### config.mk
export PLATFORM = sky130hd
export DESIGN_NAME = risc_fetch_unit
export DESIGN_NICKNAME = d
export VERILOG_FILES = /design/src/rtl/risc_pkg.sv /design/src/rtl/risc_pc_counter.sv /design/src/rtl/risc_fetch_unit.sv
export SDC_FILE = /design/constraint.sdc
export NUM_CORES = 1
export LEC_CHECK = 0
export ABC_CLOCK_PERIOD_IN_PS = 2700
export BUFFER_PORTS_ARGS = -buffer_cell sky130_fd_sc_hd__buf_4
export CAP_MARGIN = 20
export CORE_ASPECT_RATIO = 1.75
export CORE_UTILIZATION = 30
export DETAILED_ROUTE_END_ITERATION = 10
export PLACE_DENSITY = 0.64
export SETUP_SLACK_MARGIN = 0.02
export SYNTH_ARGS = -nofsm -noshare
export SYNTH_HDL_FRONTEND = slang
export SYNTH_SLANG_ARGS = --single-unit
### constraint.sdc
create_clock -name clk -period 2.7 [get_ports clk]
set_input_delay 0 -clock clk [delete_from_list [all_inputs] [get_ports clk]]
set_output_delay 0 -clock clk [all_outputs]
set_load 0.005 [all_outputs]
### src/rtl/risc_pkg.sv
`default_nettype none
// +--------------------------------------------------------------------------+
// | Module      : risc_pkg                                                   |
// | Description : Shared widths, opcode constants and fetch FSM encoding     |
// |               for the 8-bit RISC CPU.                                    |
// | Revision    : 1.0 - initial release                                      |
// +--------------------------------------------------------------------------+
package risc_pkg;

    localparam int c_WIDTH_REG = 8;
    localparam int c_OPCODE    = 3;
    localparam int c_ADDR      = c_WIDTH_REG - c_OPCODE;

    localparam logic [c_OPCODE-1:0] c_OP_HLT = 3'd0;
    localparam logic [c_OPCODE-1:0] c_OP_SKZ = 3'd1;
    localparam logic [c_OPCODE-1:0] c_OP_ADD = 3'd2;
    localparam logic [c_OPCODE-1:0] c_OP_AND = 3'd3;
    localparam logic [c_OPCODE-1:0] c_OP_XOR = 3'd4;
    localparam logic [c_OPCODE-1:0] c_OP_LDA = 3'd5;
    localparam logic [c_OPCODE-1:0] c_OP_STO = 3'd6;
    localparam logic [c_OPCODE-1:0] c_OP_JMP = 3'd7;

    typedef enum logic [1:0] {
        ST_REQ    = 2'd0,
        ST_WAIT   = 2'd1,
        ST_HOLD   = 2'd2,
        ST_HALTED = 2'd3
    } fetch_state_e;

endpackage
`default_nettype wire

### src/rtl/risc_pc_counter.sv
`default_nettype none
// +--------------------------------------------------------------------------+
// | Module      : risc_pc_counter                                            |
// | Description : ADDR-wide program counter. Load has priority over         |
// |               increment; increment wraps modulo 2^ADDR.                  |
// | Ports       : clk, rst        clock / synchronous active-high reset      |
// |               i_load,i_load_val  load a new PC                           |
// |               i_inc           advance PC by one                          |
// |               o_pc            current PC register                        |
// |               o_pc_nxt        value the PC takes at the next edge        |
// | Revision    : 1.0 - initial release                                      |
// +--------------------------------------------------------------------------+
module risc_pc_counter
    import risc_pkg::*;
#(
    parameter int ADDR = c_ADDR
) (
    input  logic            clk,
    input  logic            rst,
    input  logic            i_load,
    input  logic [ADDR-1:0] i_load_val,
    input  logic            i_inc,
    output logic [ADDR-1:0] o_pc,
    output logic [ADDR-1:0] o_pc_nxt
);

    localparam logic [ADDR-1:0] c_ONE = {{(ADDR-1){1'b0}}, 1'b1};

    logic [ADDR-1:0] r_pc;

    // The fetch FSM needs the post-edge PC to register mem_addr in the
    // same cycle the PC itself updates, so the next value is exported.
    always_comb begin
        o_pc_nxt = r_pc;
        if (i_load) begin
            o_pc_nxt = i_load_val;
        end else if (i_inc) begin
            o_pc_nxt = r_pc + c_ONE;
        end
    end

    always_ff @(posedge clk) begin
        if (rst) begin
            r_pc <= '0;
        end else begin
            r_pc <= o_pc_nxt;
        end
    end

    assign o_pc = r_pc;

endmodule
`default_nettype wire

### src/rtl/risc_fetch_unit.sv
`default_nettype none
// +--------------------------------------------------------------------------+
// | Module      : risc_fetch_unit                                            |
// | Description : Instruction fetch stage. Owns the PC, issues one memory    |
// |               read per instruction, holds the word in the IR and hands   |
// |               it to execute over valid/ready. Execute-stage redirects    |
// |               (halt > branch > skip > sequential) apply at handoff.      |
// | Ports       : clk, reset                 clock / sync active-high reset  |
// |               mem_rd_req, mem_addr       read strobe / address (out)     |
// |               mem_rd_data, mem_rd_valid  read return (in)                |
// |               ir_valid, ir_ready         IR handshake                    |
// |               ir_opcode, ir_operand, ir_pc  held instruction (out)       |
// |               branch_en, branch_target, skip_en, halt  redirects (in)    |
// |               pc_out, halted             status (out)                    |
// | Revision    : 1.0 - initial release                                      |
// +--------------------------------------------------------------------------+
module risc_fetch_unit
    import risc_pkg::*;
#(
    parameter int WIDTH_REG = c_WIDTH_REG,
    parameter int OPCODE    = c_OPCODE,
    parameter int ADDR      = WIDTH_REG - OPCODE
) (
    input  logic                 clk,
    input  logic                 reset,
    output logic                 mem_rd_req,
    output logic [ADDR-1:0]      mem_addr,
    input  logic [WIDTH_REG-1:0] mem_rd_data,
    input  logic                 mem_rd_valid,
    output logic                 ir_valid,
    input  logic                 ir_ready,
    output logic [OPCODE-1:0]    ir_opcode,
    output logic [ADDR-1:0]      ir_operand,
    output logic [ADDR-1:0]      ir_pc,
    input  logic                 branch_en,
    input  logic [ADDR-1:0]      branch_target,
    input  logic                 skip_en,
    input  logic                 halt,
    output logic [ADDR-1:0]      pc_out,
    output logic                 halted
);

    fetch_state_e r_state;
    fetch_state_e w_state_nxt;

    logic                 r_mem_rd_req;
    logic [ADDR-1:0]      r_mem_addr;
    logic                 r_ir_valid;
    logic [OPCODE-1:0]    r_ir_opcode;
    logic [ADDR-1:0]      r_ir_operand;
    logic [ADDR-1:0]      r_ir_pc;
    logic                 r_halted;

    logic                 w_accept;
    logic                 w_handoff;
    logic                 w_pc_load;
    logic                 w_pc_inc;
    logic [ADDR-1:0]      w_pc;
    logic [ADDR-1:0]      w_pc_nxt;

    assign w_accept  = (r_state == ST_WAIT) && mem_rd_valid;
    assign w_handoff = (r_state == ST_HOLD) && ir_ready;

    // Redirect priority at handoff: halt freezes the PC, branch loads,
    // skip steps past the following word. Sequential needs no PC change
    // because the PC was already advanced when the word was accepted.
    assign w_pc_load = w_handoff && !halt && branch_en;
    assign w_pc_inc  = w_accept || (w_handoff && !halt && !branch_en && skip_en);

    risc_pc_counter #(
        .ADDR (ADDR)
    ) u_pc (
        .clk        (clk),
        .rst        (reset),
        .i_load     (w_pc_load),
        .i_load_val (branch_target),
        .i_inc      (w_pc_inc),
        .o_pc       (w_pc),
        .o_pc_nxt   (w_pc_nxt)
    );

    // Outputs are registered from the next state, so the request strobe is
    // high exactly during the REQ cycle. Out of reset the strobe is still
    // low, so REQ lingers one cycle to raise it before moving to WAIT.
    always_comb begin
        w_state_nxt = r_state;
        case (r_state)
            ST_REQ: begin
                if (r_mem_rd_req) begin
                    w_state_nxt = ST_WAIT;
                end
            end
            ST_WAIT: begin
                if (mem_rd_valid) begin
                    w_state_nxt = ST_HOLD;
                end
            end
            ST_HOLD: begin
                if (ir_ready) begin
                    w_state_nxt = halt ? ST_HALTED : ST_REQ;
                end
            end
            ST_HALTED: begin
                w_state_nxt = ST_HALTED;
            end
            default: begin
                w_state_nxt = ST_REQ;
            end
        endcase
    end

    always_ff @(posedge clk) begin
        if (reset) begin
            r_state      <= ST_REQ;
            r_mem_rd_req <= 1'b0;
            r_mem_addr   <= '0;
            r_ir_valid   <= 1'b0;
            r_ir_opcode  <= '0;
            r_ir_operand <= '0;
            r_ir_pc      <= '0;
            r_halted     <= 1'b0;
        end else begin
            r_state      <= w_state_nxt;
            r_mem_rd_req <= (w_state_nxt == ST_REQ);
            r_ir_valid   <= (w_state_nxt == ST_HOLD);
            r_halted     <= (w_state_nxt == ST_HALTED);
            if (w_state_nxt == ST_REQ) begin
                r_mem_addr <= w_pc_nxt;
            end
            if (w_accept) begin
                r_ir_opcode  <= mem_rd_data[WIDTH_REG-1 -: OPCODE];
                r_ir_operand <= mem_rd_data[ADDR-1:0];
                r_ir_pc      <= w_pc;
            end
        end
    end

    assign mem_rd_req = r_mem_rd_req;
    assign mem_addr   = r_mem_addr;
    assign ir_valid   = r_ir_valid;
    assign ir_opcode  = r_ir_opcode;
    assign ir_operand = r_ir_operand;
    assign ir_pc      = r_ir_pc;
    assign pc_out     = w_pc;
    assign halted     = r_halted;

endmodule
`default_nettype wire

==> flow_metrics.env <==
export IMPL_dominantRegCellSynth="dfxtp_1"
export IMPL_routabilityCongestion=0.732
export IMPL_cp_data_arrival_time_ns=2.00
export IMPL_critPathKind="reg -> reg"
export IMPL_core_rowCount=29
export IMPL_dp_slack_ns=0.892
export IMPL_die_area_sq_mm=0.00423
export IMPL_dieHeight_um=85.3
export IMPL_relSlewSlack=0.533
export IMPL_min_period_over_period=0.675
export IMPL_netlist_area_sq_mm=0.00119
export IMPL_clk_pin_slew_ns=0.09
export IMPL_p_sw_w=0.000248
export IMPL_grt_first_pass_wirelength_mm=4.76
export IMPL_die_w_um=49.6
export IMPL_grt_ovfl_total=0
export IMPL_postRouteAntennaNets=0
export IMPL_nets=213
export IMPL_layout_commonest_cell="buf_4"
export IMPL_critPathMaxFanout=15
export IMPL_start_kind="register"
export IMPL_firstDrtPassIters=4
export IMPL_antennaDiodeCount=0
export IMPL_slew_violations=0
export IMPL_crit_path_end="mem_addr[3]"
export IMPL_grt_max_degree=26
export IMPL_sequentialPowerShare=0.470
export IMPL_wl_per_cell_um=12.4
export IMPL_fin_util=0.463
export IMPL_hold_viol=0
export IMPL_finalSetupViolCount=0
export IMPL_final_cells=237
export IMPL_timing_setup_tns_ns=0
export IMPL_critPathLaunch="r_state[0]"
export IMPL_fin_crit_ns=1.82
export IMPL_coreArea_sq_mm=0.00370
export IMPL_leakage_nw=0.738
export IMPL_cts_sinks=28
export IMPL_finalWirelength_mm=2.94
export IMPL_ir_drop_mv=0.280
export IMPL_ys_ff_latch=28
export IMPL_io_pin_count=46
export IMPL_numCtsBuffers=3
export IMPL_synth_distinct_cells=34
export IMPL_synth_cells=138
export IMPL_layout_setup_ws_ns=0.878
export IMPL_synthArstFlopShare=0
export IMPL_vias_per_cell=4.75
export IMPL_final_area_sq_mm=0.00171
export IMPL_clk_path_buf_depth=2
export IMPL_synth_fp_nets=159
export IMPL_multi_input_area_sq_um=562
export IMPL_synthTopCellsByArea="dfxtp_1, nand2_1, a21oi_1"
export IMPL_hp_class="in -> reg"
export IMPL_areaGrowthSynthToFinish_pct=44.1
export IMPL_swShare=0.251
export IMPL_dp_cells=222
export IMPL_r2r_start="r_state[0]"
export IMPL_ys_warnings_count=0
export IMPL_outcome="finished clean"
export IMPL_fmax_mhz=549
export IMPL_fillerInstances=400
export IMPL_max_slew_worst_pin_slew_ns=0.696
export IMPL_syn_avg_cell_area_sq_um=8.62
export IMPL_crit_required_ns=2.88
export IMPL_worst_r2r_path_depth=5
export IMPL_powerDensity_mw_per_mm2=577
export IMPL_placed_area_sq_mm=0.00153
export IMPL_p_clk_frac=0.332
export IMPL_hpwl_mm=2.06
export IMPL_synth_top_area_share=0.471
export IMPL_cts_tree="built"
export IMPL_start_util=0.322
export IMPL_drt_iter0_markers=17
export IMPL_pwr_share_comb=0.198
export IMPL_antenna_found_initial=0
export IMPL_dr_total_vias=1125
export IMPL_skew_ns=0.00268
export IMPL_grt_pass1_vias=1077
export IMPL_endpoint_kind="register"
export IMPL_drv_cap=0
export IMPL_p_int_w=0.000740
export IMPL_synth_top_area_cell="dfxtp_1"
export IMPL_rsz0062_at_grt="false"
export IMPL_cts_root_buf="clkbuf_8"
export IMPL_synth_edf_count=0
export IMPL_worstSkewPairLatency_ns=0.28
export IMPL_htree_num_levels=1
export IMPL_post_cts_buffers=0
export IMPL_regArea_sq_um=561
export IMPL_drive_gt1_frac=0.293
export IMPL_layout_common_cells="buf_4, nand2_1, dfxtp_1"
export IMPL_r2r_end="mem_addr[3]"
export IMPL_reg2reg_slack_ns=0.88
export IMPL_drc_errors=0
export IMPL_yosysSeqAreaShare=0.471
export IMPL_grt_usage=0.147
export IMPL_port_buffers=45
## flip-flops by register name, summed over array words and instances (netlist names)
signal,cells
u_pc.o_pc,5
halted,1
ir_opcode,3
ir_pc,5
ir_valid,1
mem_addr,5
r_state,2
ir_operand,5
mem_rd_req,1
## power groups by stage
stage | Combinational [W] | Clock (W) | Sequential (W)
2_1_floorplan | 0.000105 | 0 | 0.000473
3_3_place_gp | 0.000184 | 0 | 0.000474
3_5_place_dp | 0.000184 | 0 | 0.000474
4_1_cts | 0.000198 | 0.000338 | 0.000465
5_1_grt | 0.000216 | 0.000350 | 0.000469
6_report | 0.000196 | 0.000328 | 0.000464
## worst min path at each step
stage                          start  slack (ns)           end  depth (start not counted)
detailed placement  branch_target[0]        0.26  u_pc.o_pc[0]                          3
floorplan             mem_rd_data[5]        0.14  ir_opcode[0]                          2
finish              branch_target[4]        0.03  u_pc.o_pc[4]                          3
CTS                 branch_target[4]        0.03  u_pc.o_pc[4]                          3
global placement      mem_rd_data[5]        0.25  ir_opcode[0]                          3
global route        branch_target[4]        0.08  u_pc.o_pc[4]                          3
## stage by stage
step                hold WS (ns)  power (W)
finish                    0.0308   0.000988
CTS                       0.0327    0.00100
global route              0.0848    0.00104
global placement           0.248   0.000658
detailed placement         0.260   0.000658
floorplan                  0.136   0.000578
## cells by family (layout without fill, tap and decap cells)
group           after synthesis  in the layout  synth area share
simple gates                 57             57             0.226
compound gates               36             36             0.196
flops                        28             28             0.471
buf+inv                      11             64            0.0568
mux                           3              3            0.0252
xor+xnor                      2              2            0.0147
fa+ha+maj                     1              1            0.0105
## cells in the mapped netlist, types with 2 or more instances
cell type	count
nor2_1	9
dfxtp_1	28
a21oi_1	18
nand3_1	3
clkbuf_1	3
nand2_1	34
and3b_1	2
o211ai_1	2
inv_1	4
a211oi_1	2
xnor2_1	2
o21ai_0	7
mux2i_1	3
## final cells by class
class,instances,share of cell area
clock buffer,3,0.0241
clock inverter,1,0.0175
inverter,4,0.00876
multi-input combinational,99,0.328
sequential,28,0.327
tap,46,0.0336
timing repair buffer,56,0.261
## critical path, stage by stage (launching register included)
cell and delay [ns]:
dfxtp_1 0.43, and3b_1 0.55, a31oi_4 0.09, o21ai_0 0.30, nand3_1 0.12, a32o_1 0.22
## timing repair
item / in CTS / in global routing
endpoints found under the hold margin: 11 / 0
gates resized for setup: 0 / 0
hold buffers: 11 / 0
## layer usage
metal / wire length (um) / vias up / share of wire / track usage
li1: - / 573 / - / -
met1: 1180 / 506 / 0.40 / 0.162
met2: 1510 / 41 / 0.51 / 0.258
met3: 180 / 5 / 0.061 / 0.0287
met4: 63 / 0 / 0.021 / 0.0779
met5: 0 / - / 0 / 0
(Power assumes the default switching activity.)
